==> src/rtl/multicycle_ctrl_if.sv <==
// Control bus between the multi-cycle controller and the MIPS datapath.
// The controller drives the control word. The datapath supplies the IR fields and the ALU zero flag.
interface multicycle_ctrl_if;
  logic [5:0] opcode;
  logic [5:0] funct;
  logic       zero;

  logic       pc_write;
  logic       pc_write_cond;
  logic       iord;
  logic       mem_read;
  logic       mem_write;
  logic       ir_write;
  logic       mem_to_reg;
  logic       reg_dst;
  logic       reg_write;
  logic       alu_src_a;
  logic [1:0] alu_src_b;
  logic [1:0] alu_op;
  logic [1:0] pc_source;

  // The controller only needs the opcode. The datapath consumes funct in the ALU decoder.
  // The datapath also combines zero with pc_write_cond to form the PC load.
  modport master (
    input  opcode,
    output pc_write, pc_write_cond, iord, mem_read, mem_write, ir_write,
           mem_to_reg, reg_dst, reg_write, alu_src_a, alu_src_b, alu_op, pc_source
  );

  modport slave (
    output opcode, funct, zero,
    input  pc_write, pc_write_cond, iord, mem_read, mem_write, ir_write,
           mem_to_reg, reg_dst, reg_write, alu_src_a, alu_src_b, alu_op, pc_source
  );
endinterface

==> src/rtl/multicycle_ctrl.sv <==
// Multi-cycle MIPS control FSM. It sequences fetch, decode, execute, memory access and writeback.
// The FSM advances only on edges where step_en is high, which allows single-step operation.
module multicycle_ctrl #(
  parameter int CNT_W = 16
) (
  input  logic              clock,
  input  logic              reset,
  input  logic              step_en,
  multicycle_ctrl_if.master bus,
  output logic [3:0]        state,
  output logic              instr_done,
  output logic              illegal_op,
  output logic [CNT_W-1:0]  instr_count
);

  typedef enum logic [3:0] {
    S_FETCH  = 4'd0,
    S_DECODE = 4'd1,
    S_MEMADR = 4'd2,
    S_MEMRD  = 4'd3,
    S_MEMWB  = 4'd4,
    S_MEMWR  = 4'd5,
    S_EXEC   = 4'd6,
    S_RWB    = 4'd7,
    S_BRANCH = 4'd8,
    S_JUMP   = 4'd9,
    S_ADDIEX = 4'd10,
    S_ADDIWB = 4'd11
  } state_t;

  localparam logic [5:0] OP_RTYPE = 6'b000000;
  localparam logic [5:0] OP_LW    = 6'b100011;
  localparam logic [5:0] OP_SW    = 6'b101011;
  localparam logic [5:0] OP_BEQ   = 6'b000100;
  localparam logic [5:0] OP_J     = 6'b000010;
  localparam logic [5:0] OP_ADDI  = 6'b001000;

  state_t state_q;
  state_t state_d;
  logic   op_legal;
  logic   retire_state;
  logic   wr_gate;

  // Ungated Moore control word
  logic       pc_write_m;
  logic       pc_write_cond_m;
  logic       mem_write_m;
  logic       ir_write_m;
  logic       reg_write_m;

  // ---------------------------------------------------------------------------
  // State register
  // ---------------------------------------------------------------------------
  // NOTE: use non-blocking (<=) for every register. All flops then update together at the edge,
  // so the order of the blocks in the simulator cannot change the result.
  always_ff @(posedge clock) begin
    if (reset) begin
      state_q <= S_FETCH;
    end else if (step_en) begin
      state_q <= state_d;
    end
  end

  always_comb begin
    op_legal = 1'b0;
    case (bus.opcode)
      OP_RTYPE, OP_LW, OP_SW, OP_BEQ, OP_J, OP_ADDI: op_legal = 1'b1;
      default:                                       op_legal = 1'b0;
    endcase
  end

  // ---------------------------------------------------------------------------
  // Next-state logic
  // ---------------------------------------------------------------------------
  // NOTE: assign a default to every always_comb output before the case statement.
  // If any path leaves an output unassigned, synthesis infers a latch.
  always_comb begin
    state_d = S_FETCH;
    case (state_q)
      S_FETCH:  state_d = S_DECODE;
      S_DECODE: begin
        case (bus.opcode)
          OP_RTYPE:     state_d = S_EXEC;
          OP_LW, OP_SW: state_d = S_MEMADR;
          OP_BEQ:       state_d = S_BRANCH;
          OP_J:         state_d = S_JUMP;
          OP_ADDI:      state_d = S_ADDIEX;
          default:      state_d = S_FETCH;
        endcase
      end
      // The IR is held from FETCH onward, so the opcode here is still the one from DECODE.
      S_MEMADR: state_d = (bus.opcode == OP_SW) ? S_MEMWR : S_MEMRD;
      S_MEMRD:  state_d = S_MEMWB;
      S_EXEC:   state_d = S_RWB;
      S_ADDIEX: state_d = S_ADDIWB;
      S_MEMWB, S_MEMWR, S_RWB, S_ADDIWB, S_BRANCH, S_JUMP: state_d = S_FETCH;
      default:  state_d = S_FETCH;
    endcase
  end

  // ---------------------------------------------------------------------------
  // Moore control decode
  // ---------------------------------------------------------------------------
  always_comb begin
    pc_write_m      = 1'b0;
    pc_write_cond_m = 1'b0;
    mem_write_m     = 1'b0;
    ir_write_m      = 1'b0;
    reg_write_m     = 1'b0;
    bus.iord        = 1'b0;
    bus.mem_read    = 1'b0;
    bus.mem_to_reg  = 1'b0;
    bus.reg_dst     = 1'b0;
    bus.alu_src_a   = 1'b0;
    bus.alu_src_b   = 2'b00;
    bus.alu_op      = 2'b00;
    bus.pc_source   = 2'b00;
    case (state_q)
      S_FETCH: begin
        bus.mem_read  = 1'b1;
        ir_write_m    = 1'b1;
        pc_write_m    = 1'b1;
        bus.alu_src_b = 2'b01;
      end
      S_DECODE: bus.alu_src_b = 2'b11;
      S_MEMADR, S_ADDIEX: begin
        bus.alu_src_a = 1'b1;
        bus.alu_src_b = 2'b10;
      end
      S_MEMRD: begin
        bus.mem_read = 1'b1;
        bus.iord     = 1'b1;
      end
      S_MEMWB: begin
        reg_write_m    = 1'b1;
        bus.mem_to_reg = 1'b1;
      end
      S_MEMWR: begin
        mem_write_m = 1'b1;
        bus.iord    = 1'b1;
      end
      S_EXEC: begin
        bus.alu_src_a = 1'b1;
        bus.alu_op    = 2'b10;
      end
      S_RWB: begin
        reg_write_m = 1'b1;
        bus.reg_dst = 1'b1;
      end
      S_ADDIWB: reg_write_m = 1'b1;
      S_BRANCH: begin
        bus.alu_src_a   = 1'b1;
        bus.alu_op      = 2'b01;
        pc_write_cond_m = 1'b1;
        bus.pc_source   = 2'b01;
      end
      S_JUMP: begin
        pc_write_m    = 1'b1;
        bus.pc_source = 2'b10;
      end
      default: ;
    endcase
  end

  // A stalled or resetting cycle must never commit architectural state.
  // The mux selects stay valid because they have no effect when nothing is written.
  assign wr_gate           = step_en & ~reset;
  assign bus.pc_write      = pc_write_m      & wr_gate;
  assign bus.pc_write_cond = pc_write_cond_m & wr_gate;
  assign bus.mem_write     = mem_write_m     & wr_gate;
  assign bus.ir_write      = ir_write_m      & wr_gate;
  assign bus.reg_write     = reg_write_m     & wr_gate;

  // ---------------------------------------------------------------------------
  // Retire / illegal-opcode pulses and retired-instruction counter
  // ---------------------------------------------------------------------------
  always_comb begin
    retire_state = 1'b0;
    case (state_q)
      S_MEMWB, S_MEMWR, S_RWB, S_ADDIWB, S_BRANCH, S_JUMP: retire_state = 1'b1;
      default: retire_state = 1'b0;
    endcase
  end

  assign instr_done = retire_state & wr_gate;
  assign illegal_op = (state_q == S_DECODE) & ~op_legal & wr_gate;

  always_ff @(posedge clock) begin
    if (reset) begin
      instr_count <= '0;
    end else if (instr_done) begin
      instr_count <= instr_count + 1'b1;
    end
  end

  assign state = state_q;

endmodule

==> src/flat_wrapper.sv <==
// flat-port wrapper written by rule: the top's interface ports become plain ports
module multicycle_ctrl_flat 
#(
  parameter int CNT_W = 16
)
  (clock, reset, step_en, state, instr_done, illegal_op, instr_count, bus_opcode, bus_pc_write, bus_pc_write_cond, bus_iord, bus_mem_read, bus_mem_write, bus_ir_write, bus_mem_to_reg, bus_reg_dst, bus_reg_write, bus_alu_src_a, bus_alu_src_b, bus_alu_op, bus_pc_source);
  multicycle_ctrl_if bus_i ();
  input  logic clock;
  input  logic reset;
  input  logic step_en;
  output logic [3:0] state;
  output logic instr_done;
  output logic illegal_op;
  output logic [CNT_W-1:0] instr_count;
  input wire logic [$bits(bus_i.opcode)-1:0] bus_opcode;
  output wire logic [$bits(bus_i.pc_write)-1:0] bus_pc_write;
  output wire logic [$bits(bus_i.pc_write_cond)-1:0] bus_pc_write_cond;
  output wire logic [$bits(bus_i.iord)-1:0] bus_iord;
  output wire logic [$bits(bus_i.mem_read)-1:0] bus_mem_read;
  output wire logic [$bits(bus_i.mem_write)-1:0] bus_mem_write;
  output wire logic [$bits(bus_i.ir_write)-1:0] bus_ir_write;
  output wire logic [$bits(bus_i.mem_to_reg)-1:0] bus_mem_to_reg;
  output wire logic [$bits(bus_i.reg_dst)-1:0] bus_reg_dst;
  output wire logic [$bits(bus_i.reg_write)-1:0] bus_reg_write;
  output wire logic [$bits(bus_i.alu_src_a)-1:0] bus_alu_src_a;
  output wire logic [$bits(bus_i.alu_src_b)-1:0] bus_alu_src_b;
  output wire logic [$bits(bus_i.alu_op)-1:0] bus_alu_op;
  output wire logic [$bits(bus_i.pc_source)-1:0] bus_pc_source;
  assign bus_i.opcode = bus_opcode;
  assign bus_pc_write = bus_i.pc_write;
  assign bus_pc_write_cond = bus_i.pc_write_cond;
  assign bus_iord = bus_i.iord;
  assign bus_mem_read = bus_i.mem_read;
  assign bus_mem_write = bus_i.mem_write;
  assign bus_ir_write = bus_i.ir_write;
  assign bus_mem_to_reg = bus_i.mem_to_reg;
  assign bus_reg_dst = bus_i.reg_dst;
  assign bus_reg_write = bus_i.reg_write;
  assign bus_alu_src_a = bus_i.alu_src_a;
  assign bus_alu_src_b = bus_i.alu_src_b;
  assign bus_alu_op = bus_i.alu_op;
  assign bus_pc_source = bus_i.pc_source;
  multicycle_ctrl #(.CNT_W(CNT_W)) u_core (.clock(clock), .reset(reset), .step_en(step_en), .bus(bus_i), .state(state), .instr_done(instr_done), .illegal_op(illegal_op), .instr_count(instr_count));
endmodule
==> config.mk <==
export PLATFORM = sky130hd
export DESIGN_NAME = multicycle_ctrl_flat
export DESIGN_NICKNAME = d
export VERILOG_FILES = /design/src/rtl/multicycle_ctrl_if.sv /design/src/rtl/multicycle_ctrl.sv /design/src/flat_wrapper.sv
export SDC_FILE = /design/constraint.sdc
export NUM_CORES = 1
export LEC_CHECK = 0
export ABC_CLOCK_PERIOD_IN_PS = 2700
export BUFFER_PORTS_ARGS = -buffer_cell sky130_fd_sc_hd__buf_2
export CAP_MARGIN = 20
export CORE_UTILIZATION = 35
export DETAILED_ROUTE_END_ITERATION = 8
export PLACE_DENSITY = 0.63
export SETUP_SLACK_MARGIN = 0.2
export SLEW_MARGIN = 20
export SYNTH_ARGS = -nofsm -noshare
export SYNTH_HDL_FRONTEND = slang
export SYNTH_SLANG_ARGS = --single-unit
==> constraint.sdc <==
create_clock -name clock -period 2.7 [get_ports clock]
set_input_delay 0.135 -clock clock [delete_from_list [all_inputs] [get_ports clock]]
set_output_delay 0.135 -clock clock [all_outputs]
set_load 0.01 [all_outputs]
==> metrics <==
layout cell share with drive strength beyond 1 25.8%; die area 3840 sq um; FF-to-FF path depth 4; WL per Instance 11.7 um; Peak VDD IR 0.179 mV; routed wire length 2970 um; Total GRT Usage 16.9%; flops & latches, synth 20; WHS Path Cells 4; final number of setup-violating endpoints 0; Synth top area share 31.8%; arrival time worst endpoint 2.30 ns; DR iter-0 viols 102; final core occ 46.2%; setup ws final 0.639 ns; Worst R2R End u_core.instr_count[13]; fin crit share 76.3%; CP Max Fanout 16; Syn Inst Count 169; # DRC 0; Worst Setup End Kind register; initial antenna violation count 0; die span in y 61.9 um; outcome completed; post-cts resize count 0; Power, Total 0.000605 W; Final Wtd Congestion 0.804; Distinct cells, synth 36; nets@finish 220; worst skew pair latency 0.30 ns; DRT Pass-1 Iters 4; Max Cap Violations 0; final instance area 1570 sq um; hold_buf cts 0; PwrDens 386 nW/um^2; simple-gate share of the synthesized area 34.4%; EDFF count, synth 0; pre-CTS WS 0.667 ns; ANT nets after route 0; # diodes 0; area growth from synthesis to layout 24.6%; Fin Setup TNS 0 ns; H-tree levels 1; dpl cell area 1510 sq um; Critical path origin u_core.state[3]; worst r2r src u_core.state[3]; clk_skew 0.00182 ns; synthesized-area fraction occupied by adder cells 1.79%; Synth Area in Compound Gates 20.4%; Static Leakage 0.643 nW; Starting Density 37.1%; worst-margin pin slew 0.504 ns; largest family of logic cells by synthesized area simple AND/OR/NAND/NOR gates; Slew Limit Headroom 66.4%; vias in the first global route 1,114; largest cells by area after synthesis dfxtp_1 32%, a21oi_1 6.8%, o21ai_0 5.2%; Hold WC Path Type primary input to register; CP Capture Point u_core.instr_count[13]; Worst Setup Path Type register to register; RSZ-0062 raised after global routing no; Syn. warnings 0; R2R Setup Slk 0.64 ns; Vias/cell 5.40; Root Buffer clkbuf_4; total CTS buffers 3; CTS tree done; post-synth design cell area 1260 sq um; Die Width 61.9 um; Port Buffers 46; Commonest cells post-synth 20 x dfxtp_1, 17 x a21oi_1, 16 x nor2_1, 13 x o21ai_0, 10 x nand2_1; CTS Sinks 20; sequential cell area fraction in the yosys report 31.8%; fraction of registers with async set/reset 0%; CORE AREA 3390 sq um; most numerous cell in the Yosys netlist dfxtp_1; Post-DP HPWL 2160 um; Synth Area in XOR/XNOR 4.18%; maximum clock path buffer count 2; crit start category register; Achievable Freq 485 MHz; hold violation count in the final report 0; number of post-CTS setup repair buffers 0; Slew Limit Fails 0; cell taking the most area after synthesis dfxtp_1; clock transition at the registers of the reported paths 0.12 ns; Req. time, crit path 2.94 ns; first-pass GRT wire length 4910 um; DR vias 1,378; syn avg cell area 7.44 sq um; Top FF cell, synth dfxtp_1; minimum clock period 2.06 ns; global route overflow 0; pin count of the biggest net entering global routing 22; # IOs 47; syn nets 179; post-synthesis mux area share 1.59%; row cnt 21
==> cells in the final DEF (no fill, tap or decap) <==
cell,count
maj3_1,1
mux2i_1,2
a2bb2oi_1,1
and2_1,2
nand4_1,7
a31oi_1,1
nor2b_1,1
nor4b_1,1
a211oi_1,2
nor2_1,16
nand2b_1,4
nand2_1,10
o21ai_0,13
clkbuf_4,3
nand3b_1,3
or3_1,6
o211ai_1,1
and3b_1,1
ha_1,1
inv_1,3
o21a_1,1
and4_1,2
buf_4,4
o31ai_1,7
or4_1,7
nand4b_1,1
buf_2,46
nor3_1,7
xnor2_1,4
and3_1,5
xor2_1,2
bufinv_16,1
dfxtp_1,20
a22o_1,1
a21oi_1,17
nand3_1,5
==> critical path, stage by stage, from the launching register on <==
cell,delay [ns]
dfxtp_1,0.66
xor2_1,0.26
nand4_1,0.40
or4_1,0.54
a21oi_1,0.15
==> final cells by class <==
class	count	area [sq um]
clock buffers	3	22.5
clock inverters	1	30.0
fillers	362	1820
inverters	3	11.3
multi-input cells	132	785
flip-flops and latches	20	400
well taps	46	57.6
repair buffers	50	260
==> report_power, final <==
group          total (W)  switching, W  internal, W
sequential      0.000298    0.00000110     0.000297
combinational  0.0000606     0.0000364    0.0000242
clock           0.000247     0.0000969     0.000150
==> layer usage <==
layer	vias to the layer above	track usage (%)	share of wire (%)
li1	706	-	-
met1	630	22.2	48
met2	40	28.6	47
met3	2	1.86	4.1
met4	0	5.71	0.57
met5	-	0	0
==> stage by stage <==
| step | hold slack (ns) | instances |
|---|---|---|
| floorplan | 0.334 | 169 |
| global placement | 0.472 | 251 |
| detailed placement | 0.471 | 251 |
| CTS | 0.177 | 255 |
| global route | 0.195 | 255 |
| finish | 0.205 | 255 |
==> worst min-delay path by stage <==
stage | from | end | slack [ns]
floorplan | reset | u_core.state[1] | 0.33
global placement | u_core.instr_count[15] | u_core.instr_count[15] | 0.47
detailed placement | u_core.instr_count[15] | u_core.instr_count[15] | 0.47
CTS | bus_opcode[4] | u_core.state[3] | 0.18
global route | bus_opcode[4] | u_core.state[3] | 0.19
finish | bus_opcode[4] | u_core.state[3] | 0.21
==> sequential cells by signal (all words and copies together), names as in the netlist <==
signal              count
u_core.state            4
u_core.instr_count     16
==> cell families after synthesis <==
kind of cell               count (synthesis)
and+or+nand+nor                           78
AOI/OAI and AO/OA                         44
DFF                                       20
buffers and inverters                     17
xor gates and xnor gates                   6
muxes                                      2
adders and majority gates                  2
(Power assumes the default switching activity.)
